==> config.mk <==
export PLATFORM = sky130hd
export DESIGN_NAME = text_entry_buffer
export DESIGN_NICKNAME = d
export VERILOG_FILES = /design/src/rtl/text_entry_buffer.sv
export SDC_FILE = /design/constraint.sdc
export NUM_CORES = 1
export LEC_CHECK = 0
export ABC_AREA = 1
export CELL_PAD_IN_SITES_DETAIL_PLACEMENT = 1
export CELL_PAD_IN_SITES_GLOBAL_PLACEMENT = 2
export CORE_MARGIN = 3
export CORE_UTILIZATION = 30
export DETAILED_ROUTE_END_ITERATION = 10
export PLACE_DENSITY_LB_ADDON = 0.1
export SLEW_MARGIN = 25
export SYNTH_ARGS = -nofsm -noshare
export SYNTH_HDL_FRONTEND = slang
export SYNTH_SLANG_ARGS = --single-unit
export TNS_END_PERCENT = 100
==> constraint.sdc <==
create_clock -name clk -period 1.9 [get_ports clk]
set_input_delay 0.38 -clock clk [delete_from_list [all_inputs] [get_ports clk]]
set_output_delay 0.38 -clock clk [all_outputs]
set_load 0.005 [all_outputs]
==> src/rtl/text_entry_buffer.sv <==
// text_entry_buffer: debounced push/backspace/clear editing of a line of up to DEPTH characters, with a column read port.
// Latency: button press to state update 2+DEBOUNCE_CYCLES+1 clk; rd_data follows rd_addr by 1 clk.
// Backpressure: none; button commands that debounce while busy (clear sweep / pending write) are dropped.
//
// Ports:
//   clk, reset       : system clock, synchronous active-low reset
//   btn_push/bksp/clr: raw asynchronous buttons (synchronised + debounced here)
//   switches         : character captured on an accepted push
//   rd_addr, rd_data : column index in, registered character out (FILL_CHAR beyond count)
//   count/empty/full : line occupancy; overflow: sticky dropped-push flag
//   busy             : clear sweep in progress; last_char: last accepted pushed character
module text_entry_buffer #(
    parameter int                DATA_W          = 8,
    parameter int                DEPTH           = 32,
    parameter int                ADDR_W          = 5,
    parameter int                DEBOUNCE_CYCLES = 1000000,
    parameter int                FULL_MODE       = 0,
    parameter logic [DATA_W-1:0] FILL_CHAR       = 8'h20
) (
    input  logic              clk,
    input  logic              reset,
    input  logic              btn_push,
    input  logic              btn_bksp,
    input  logic              btn_clr,
    input  logic [DATA_W-1:0] switches,
    input  logic [ADDR_W-1:0] rd_addr,
    output logic [DATA_W-1:0] rd_data,
    output logic [ADDR_W:0]   count,
    output logic              empty,
    output logic              full,
    output logic              overflow,
    output logic              busy,
    output logic [DATA_W-1:0] last_char
);

    // ------------------------------------------------------------------
    // Button conditioning: bit 0 = push, bit 1 = backspace, bit 2 = clear
    // ------------------------------------------------------------------
    localparam int CNT_W = (DEBOUNCE_CYCLES > 1) ? $clog2(DEBOUNCE_CYCLES) : 1;
    localparam logic [CNT_W-1:0] CNT_LAST = CNT_W'(DEBOUNCE_CYCLES - 1);

    logic [2:0]       btn_raw;
    logic [2:0]       sync1_q;
    logic [2:0]       sync2_q;
    logic [2:0]       deb_q;
    logic [2:0]       deb_dly_q;
    logic [CNT_W-1:0] dbc_q [3];

    assign btn_raw = {btn_clr, btn_bksp, btn_push};

    always_ff @(posedge clk) begin
        if (!reset) begin
            sync1_q   <= '0;
            sync2_q   <= '0;
            deb_q     <= '0;
            deb_dly_q <= '0;
            for (int i = 0; i < 3; i++) begin
                dbc_q[i] <= '0;
            end
        end else begin
            sync1_q   <= btn_raw;
            sync2_q   <= sync1_q;
            deb_dly_q <= deb_q;
            for (int i = 0; i < 3; i++) begin
                // Any sample agreeing with the accepted level restarts the
                // stability window; the level flips on the N-th differing one.
                if (sync2_q[i] == deb_q[i]) begin
                    dbc_q[i] <= '0;
                end else if (dbc_q[i] == CNT_LAST) begin
                    dbc_q[i] <= '0;
                    deb_q[i] <= sync2_q[i];
                end else begin
                    dbc_q[i] <= dbc_q[i] + CNT_W'(1);
                end
            end
        end
    end

    // Rising edge of the debounced level only; releases are silent.
    logic push_pls;
    logic bksp_pls;
    logic clr_pls;

    assign push_pls = deb_q[0] & ~deb_dly_q[0];
    assign bksp_pls = deb_q[1] & ~deb_dly_q[1];
    assign clr_pls  = deb_q[2] & ~deb_dly_q[2];

    // ------------------------------------------------------------------
    // Line state machine
    // ------------------------------------------------------------------
    typedef enum logic [1:0] {
        ST_IDLE  = 2'd0,
        ST_CLEAR = 2'd1,
        ST_PEND  = 2'd2
    } state_t;

    localparam logic [ADDR_W:0]   CNT_FULL = (ADDR_W + 1)'(DEPTH);
    localparam logic [ADDR_W-1:0] ADDR_TOP = ADDR_W'(DEPTH - 1);

    state_t            state_q;
    state_t            state_d;
    logic [ADDR_W-1:0] addr_q;
    logic [ADDR_W-1:0] addr_d;
    logic [ADDR_W:0]   count_q;
    logic [ADDR_W:0]   count_d;
    logic              ovf_q;
    logic              ovf_d;
    logic [DATA_W-1:0] last_q;
    logic [DATA_W-1:0] last_d;
    logic              pend_vld_q;
    logic              pend_vld_d;
    logic [DATA_W-1:0] pend_dat_q;
    logic [DATA_W-1:0] pend_dat_d;

    logic              mem_we;
    logic [ADDR_W-1:0] mem_waddr;
    logic [DATA_W-1:0] mem_wdat;
    logic              is_full;

    assign is_full = (count_q == CNT_FULL);

    always_ff @(posedge clk) begin
        if (!reset) begin
            state_q    <= ST_CLEAR;
            addr_q     <= '0;
            count_q    <= '0;
            ovf_q      <= 1'b0;
            last_q     <= '0;
            pend_vld_q <= 1'b0;
            pend_dat_q <= '0;
        end else begin
            state_q    <= state_d;
            addr_q     <= addr_d;
            count_q    <= count_d;
            ovf_q      <= ovf_d;
            last_q     <= last_d;
            pend_vld_q <= pend_vld_d;
            pend_dat_q <= pend_dat_d;
        end
    end

    always_comb begin
        state_d    = state_q;
        addr_d     = addr_q;
        count_d    = count_q;
        ovf_d      = ovf_q;
        last_d     = last_q;
        pend_vld_d = pend_vld_q;
        pend_dat_d = pend_dat_q;
        mem_we     = 1'b0;
        mem_waddr  = count_q[ADDR_W-1:0];
        mem_wdat   = switches;

        unique case (state_q)
            ST_IDLE: begin
                // One command per cycle, clear > backspace > push.
                if (clr_pls) begin
                    state_d = ST_CLEAR;
                end else if (bksp_pls) begin
                    if (count_q != '0) begin
                        count_d = count_q - (ADDR_W + 1)'(1);
                    end
                end else if (push_pls) begin
                    if (!is_full) begin
                        mem_we    = 1'b1;
                        mem_waddr = count_q[ADDR_W-1:0];
                        mem_wdat  = switches;
                        count_d   = count_q + (ADDR_W + 1)'(1);
                        last_d    = switches;
                    end else if (FULL_MODE == 0) begin
                        ovf_d = 1'b1;
                    end else begin
                        // Restart the line; the character lands at column 0
                        // once the sweep has finished.
                        pend_vld_d = 1'b1;
                        pend_dat_d = switches;
                        state_d    = ST_CLEAR;
                    end
                end
            end

            ST_CLEAR: begin
                mem_we    = 1'b1;
                mem_waddr = addr_q;
                mem_wdat  = FILL_CHAR;
                if (addr_q == ADDR_TOP) begin
                    count_d = '0;
                    ovf_d   = 1'b0;
                    addr_d  = '0;
                    state_d = pend_vld_q ? ST_PEND : ST_IDLE;
                end else begin
                    addr_d = addr_q + ADDR_W'(1);
                end
            end

            ST_PEND: begin
                mem_we     = 1'b1;
                mem_waddr  = '0;
                mem_wdat   = pend_dat_q;
                count_d    = (ADDR_W + 1)'(1);
                last_d     = pend_dat_q;
                pend_vld_d = 1'b0;
                state_d    = ST_IDLE;
            end

            default: begin
                state_d = ST_IDLE;
            end
        endcase
    end

    // ------------------------------------------------------------------
    // Line storage and registered read port
    // ------------------------------------------------------------------
    logic [DATA_W-1:0] mem_q [DEPTH];
    logic [DATA_W-1:0] rd_data_q;

    // No reset on the array: reset always starts a full sweep, and reads
    // past count never expose the stale contents.
    always_ff @(posedge clk) begin
        if (mem_we) begin
            mem_q[mem_waddr] <= mem_wdat;
        end
    end

    // Same-cycle write to the read address returns the old word.
    always_ff @(posedge clk) begin
        if (!reset) begin
            rd_data_q <= FILL_CHAR;
        end else if ({1'b0, rd_addr} < count_q) begin
            rd_data_q <= mem_q[rd_addr];
        end else begin
            rd_data_q <= FILL_CHAR;
        end
    end

    assign rd_data   = rd_data_q;
    assign count     = count_q;
    assign empty     = (count_q == '0);
    assign full      = is_full;
    assign overflow  = ovf_q;
    assign busy      = (state_q != ST_IDLE);
    assign last_char = last_q;

endmodule
Word level (Yosys, flattened, before mapping)
Memory sizes are Yosys's and may differ from the RTL's. A register that Yosys moved wholly into a read port is not among the register bits.
Cells that the tools add are included.
Storage, ports and cells
  flip-flop bits (word level): 34
  RAM bits: 316
  bits of input ports: 18
  output and inout bits: 26
  logic and storage cells: 149
  memories: 2
Operators by class
  add/subtract/negate cells: 6
  magnitude comparators: 1
  equal/unequal tests: 20
  mux-type cells: 74
  bitwise gates (word level): 18
  reduce and logical (&&, ||, !) cells: 17
Memory list
  mem_q: words 32, bits a word 8, rd ports 1, clocked after memory_dff 1, wr ports 1, RTL line 215  | logic [DATA_W-1:0] mem_q [DEPTH];
  dbc_q: words 3, bits a word 20, rd ports 3, clocked after memory_dff 0, wr ports 3, RTL line 47  | logic [CNT_W-1:0] dbc_q [3];
Operators by type and width (count)
  20-bit two-way mux: 9
  20-bit by 1-bit adder with 20-bit output (second input constant): 3
  20-bit == test (second input constant): 3
  1-bit two-way mux: 45
  6-bit two-way mux: 6
  8-bit two-way mux: 4
  8-bit one-hot mux with 2 select lines: 2
  6-bit one-hot mux with 3 select lines: 1
  2-bit inequality test (second input constant): 7
  6-bit AND reduction: 2
  5-bit one-hot mux with 2 select lines: 1
  2-bit AND reduction: 5
  3-bit inequality test (second input constant): 3
  1-bit OR: 9
  6-bit by 1-bit adder with 6-bit output (second input constant): 1
  6-bit == test (second input constant): 1
  6-bit logical NOT: 1
  5-bit by 6-bit less-than comparator with 1-bit output: 1
  1-bit NOT: 6
  2-bit nonzero test: 3
  6-bit nonzero test: 1
  6-bit by 1-bit subtractor with 6-bit output (second input constant): 1
  5-bit by 1-bit adder with 5-bit output (second input constant): 1
  5-bit == test (second input constant): 1
  other kinds (13): 19

Logic depth before layout (Yosys ltp)
  depth in word-level cells: 8
  gate-level depth with buffers: 13
  mapped depth without buffers: 13

Worst setup path after synthesis
Ideal clock, no wire load.
  kind: reg-to-reg
  from: register state_q[0]
  to: register last_q[3] (netlist: last_char[3])
  library setup time: 0.071 ns
  arrival time: 1.864 ns
  data required time: 1.829 ns
  slack: -0.035 ns
  stages on the path, launching flop included: 7
  path buffers: 3
  period minus slack after synthesis: 1.935 ns
  cell sequence: dfxtp_1 buf_6 buf_6 buf_2 nor2_1 nand3_1 a21oi_1
Between the ends
  word-level cells in the longest chain between the ends: 3
  elaborated cells on any way between the ends: 9
  those cells by class: eq/ne (5); mux (1); reduce/logical (3)
RTL lines
  start, declared: RTL line 100  | state_t state_q;
  start signal, assigned: RTL line 132  | state_q <= state_d;
  2-bit == test / 2-bit logical NOT (equally long branches): RTL line 154  | unique case (state_q)
  2-bit nonzero test (no source line) / 2-bit inequality test (equally long branches)
  5-bit AND reduction (no source line)
  end signal, assigned: RTL line 136  | last_q <= last_d;
  end, declared: RTL line 108  | logic [DATA_W-1:0] last_q;
Parallel ways exist; a longest one is shown, timed or not.
A chain may end at the register's enable or synchronous reset.

Worst setup path in the final report
  from: register count_q[4] (netlist: count[4])
  to: output port empty
Between the ends
  word-level cells in the longest chain between the ends: 1
RTL lines
  start, declared: RTL line 104  | logic [ADDR_W:0] count_q;
  start signal, assigned: RTL line 134  | count_q <= count_d;
  6-bit logical NOT: RTL line 239  | assign empty = (count_q == '0);
  end, declared: RTL line 29  | output logic empty,
No other way between the ends.

==> flow_summary.json <==
{
  "status": "completed",
  "critPathArrivalTime_ns": 1.50,
  "most-common-layout-cells": "443 x nand2_1, 316 x edfxtp_1, 178 x nor2_1",
  "drive_gt1_share_pct": 19.3,
  "via_count": 12200,
  "clockBufferDepth": 3,
  "synth-seq-area-share_pct": 62.5,
  "ioPinCount": 44,
  "slew_violations": 0,
  "path_class": "flop to output port",
  "initial_utilization_pct": 30.4,
  "final_area_um2": 21300,
  "reg2reg_slack_ns": 0.04,
  "irDropWorstVdd_v": 0.000625,
  "crit_path_start_kind": "flop",
  "fp.dieH_um": 240,
  "n_antenna_cell": 0,
  "final_common_cell": "nand2_1",
  "post-route-period-util_pct": 98.7,
  "numCtsBuffers": 43,
  "crit_path_max_fanout": 5,
  "drt-vias-per-instance": 4.55,
  "num_rows": 85,
  "met1_usage_pct": 23.2,
  "reg2regPathDepth": 12,
  "grt_pass1_wl_mm": 74.3,
  "required_ns": 1.52,
  "hpwl_mm": 32.8,
  "dp_slack_ns": -0.422,
  "route.detailed.drc": 0,
  "antenna_found_initial": 0,
  "ys_ff_latch": 357,
  "yosys.area.top_type": "edfxtp_1",
  "endpoint_kind": "output port",
  "cts_root_buf": "clkbuf_16",
  "pwr_density_cell_nw_per_um2": 843,
  "cts.sinks": 357,
  "min_period_ns": 1.88,
  "synth_top_area_share_pct": 57.6,
  "post-route-util_pct": 39.4,
  "worst_hold_path.endpoint": "sync1_q[1]",
  "htreeDepth": 2,
  "insertion_delay_ns": 0.57,
  "ys_types": 48,
  "die_x_um": 240,
  "dpl_cell_area_um2": 19000,
  "fmax_ghz": 0.533,
  "r2r_start": "count[5]",
  "min_path_cells": 3,
  "nets": 1986,
  "clkTransAtPathRegs_ns": 0.06,
  "grt_overflow": 0,
  "fin_skew_ns": 0.0181,
  "finalSetupViolations": 0,
  "hold_violations": 0,
  "syn_to_final_growth_pct": 29.4,
  "power.total_mw": 18.0,
  "met2_usage_pct": 28.0,
  "hold_slack_ns": 0.352,
  "synth.area.top_cells": "edfxtp_1 58%, nand2_1 10%, nand3_1 5.2%",
  "grtUsageMet3_pct": 2.66,
  "syn_area_um2": 16500,
  "numPortBuffers": 43,
  "grt_max_degree": 71,
  "post_synth.cell_area_avg_um2": 9.68,
  "grt_use_total_pct": 16.9,
  "min_from": "btn_bksp",
  "stdcell_count": 2679,
  "cts_tree": "built",
  "hold_path_class": "input port to flop",
  "drt_iter0_drc": 458,
  "place.gp.congestion": 0.750,
  "routedWlPerCell_um": 17.9,
  "die_area_um2": 57800,
  "core-area_um2": 54100,
  "leakagePower_nw": 8.60,
  "ant_nets": 0,
  "tns_ns": 0,
  "dp_cells": 2576,
  "busiest_layer": "met2",
  "finalWorstSetupSlack_ns": 0.0247,
  "syn_inst": 1703,
  "maxCapViolCount": 0,
  "drt_wl_total_mm": 47.9,
  "grt_pass1_vias": 12700,
  "yosysWarnings": 0,
  "rsz0062_at_grt": "yes",
  "first_pass_iters": 5,
  "r2r_end": "mem_q[6][7]"
}
-- area by class of cell --
cell class              count  area, um^2
clock buffers              54        1170
clock inverters            20         213
fillers                  6038       32800
inverters                 186         716
multi-input cells        1158        5910
flip-flops and latches    357       10300
well taps                 696         871
repair buffers            208        2120
-- worst max-delay path, stage by stage, from the launching register on --
cell	delay, ns
dfxtp_2	0.33
buf_6	0.12
buf_8	0.12
nor2_4	0.12
nand3_4	0.10
inv_2	0.06
buf_6	0.08
-- timing repair --
action,4_1_cts,5_1_grt
hold buffers,0,0
pin swaps,12,28
gates cloned,1,1
setup buffers,10,17
setup endpoints to repair,240,327
resized for setup,109,105
-- cell usage after synthesis, drive strengths merged --
library cell  number
a21boi             1
a21oi             48
a31oi              1
buf               53
clkbuf            10
conb               1
dfxtp             41
edfxtp           316
fa                 1
ha                13
inv              186
nand2            468
nand3            176
nand3b             4
nand4             22
nor2             230
nor3              16
nor3b              5
nor4               2
o211ai             6
o21a               1
o21ai             57
o21bai             1
o22ai              1
or2               13
xnor2             12
xor2              18
-- how the worst max path moves through the flow --
stage / from / end / slack [ns]
6_report: count[4] / empty / 0.02
5_1_grt: deb_dly_q[1] / count[5] / -0.13
4_1_cts: state_q[0] / busy / -0.18
3_5_place_dp: state_q[0] / mem_q[9][5] / -0.42
3_3_place_gp: state_q[0] / mem_q[9][2] / -0.37
2_1_floorplan: state_q[0] / last_char[3] / -0.03
-- state kept, by name, indices dropped and copies added (netlist names) --
signal,cells
rd_data,8
deb_dly_q,3
state_q,1
mem_q,256
deb_q,3
dbc_q,60
sync1_q,3
sync2_q,3
addr_q,5
overflow,1
last_char,8
count,6
-- report_power, final --
| group | internal [mW] | leakage, nW | switching [mW] |
|---|---|---|---|
| Sequential | 8.58 | 3.31 | 0.0818 |
| Combinational | 0.452 | 4.61 | 0.751 |
| Clock | 4.88 | 0.675 | 3.24 |
-- per-layer routing --
layer	wire length [um]	up-vias
met5	0	-
met2	22600	136
met4	1000	0
met1	22900	5904
li1	-	6085
met3	1400	60
-- cell families (layout without fill, tap and decap cells) --
| family | Yosys count | in the layout | synth area share, % |
|---|---|---|---|
| AOI/OAI and AO/OA | 116 | 116 | 3.77 |
| xor gates and xnor gates | 30 | 30 | 1.59 |
| adders and majority gates | 14 | 14 | 1.11 |
| buffers and inverters | 249 | 468 | 6.58 |
| DFF | 357 | 357 | 62.5 |
| other | 1 | 60 | 0.0228 |
| and+or+nand+nor | 936 | 938 | 24.4 |
(Power assumes the default switching activity.)
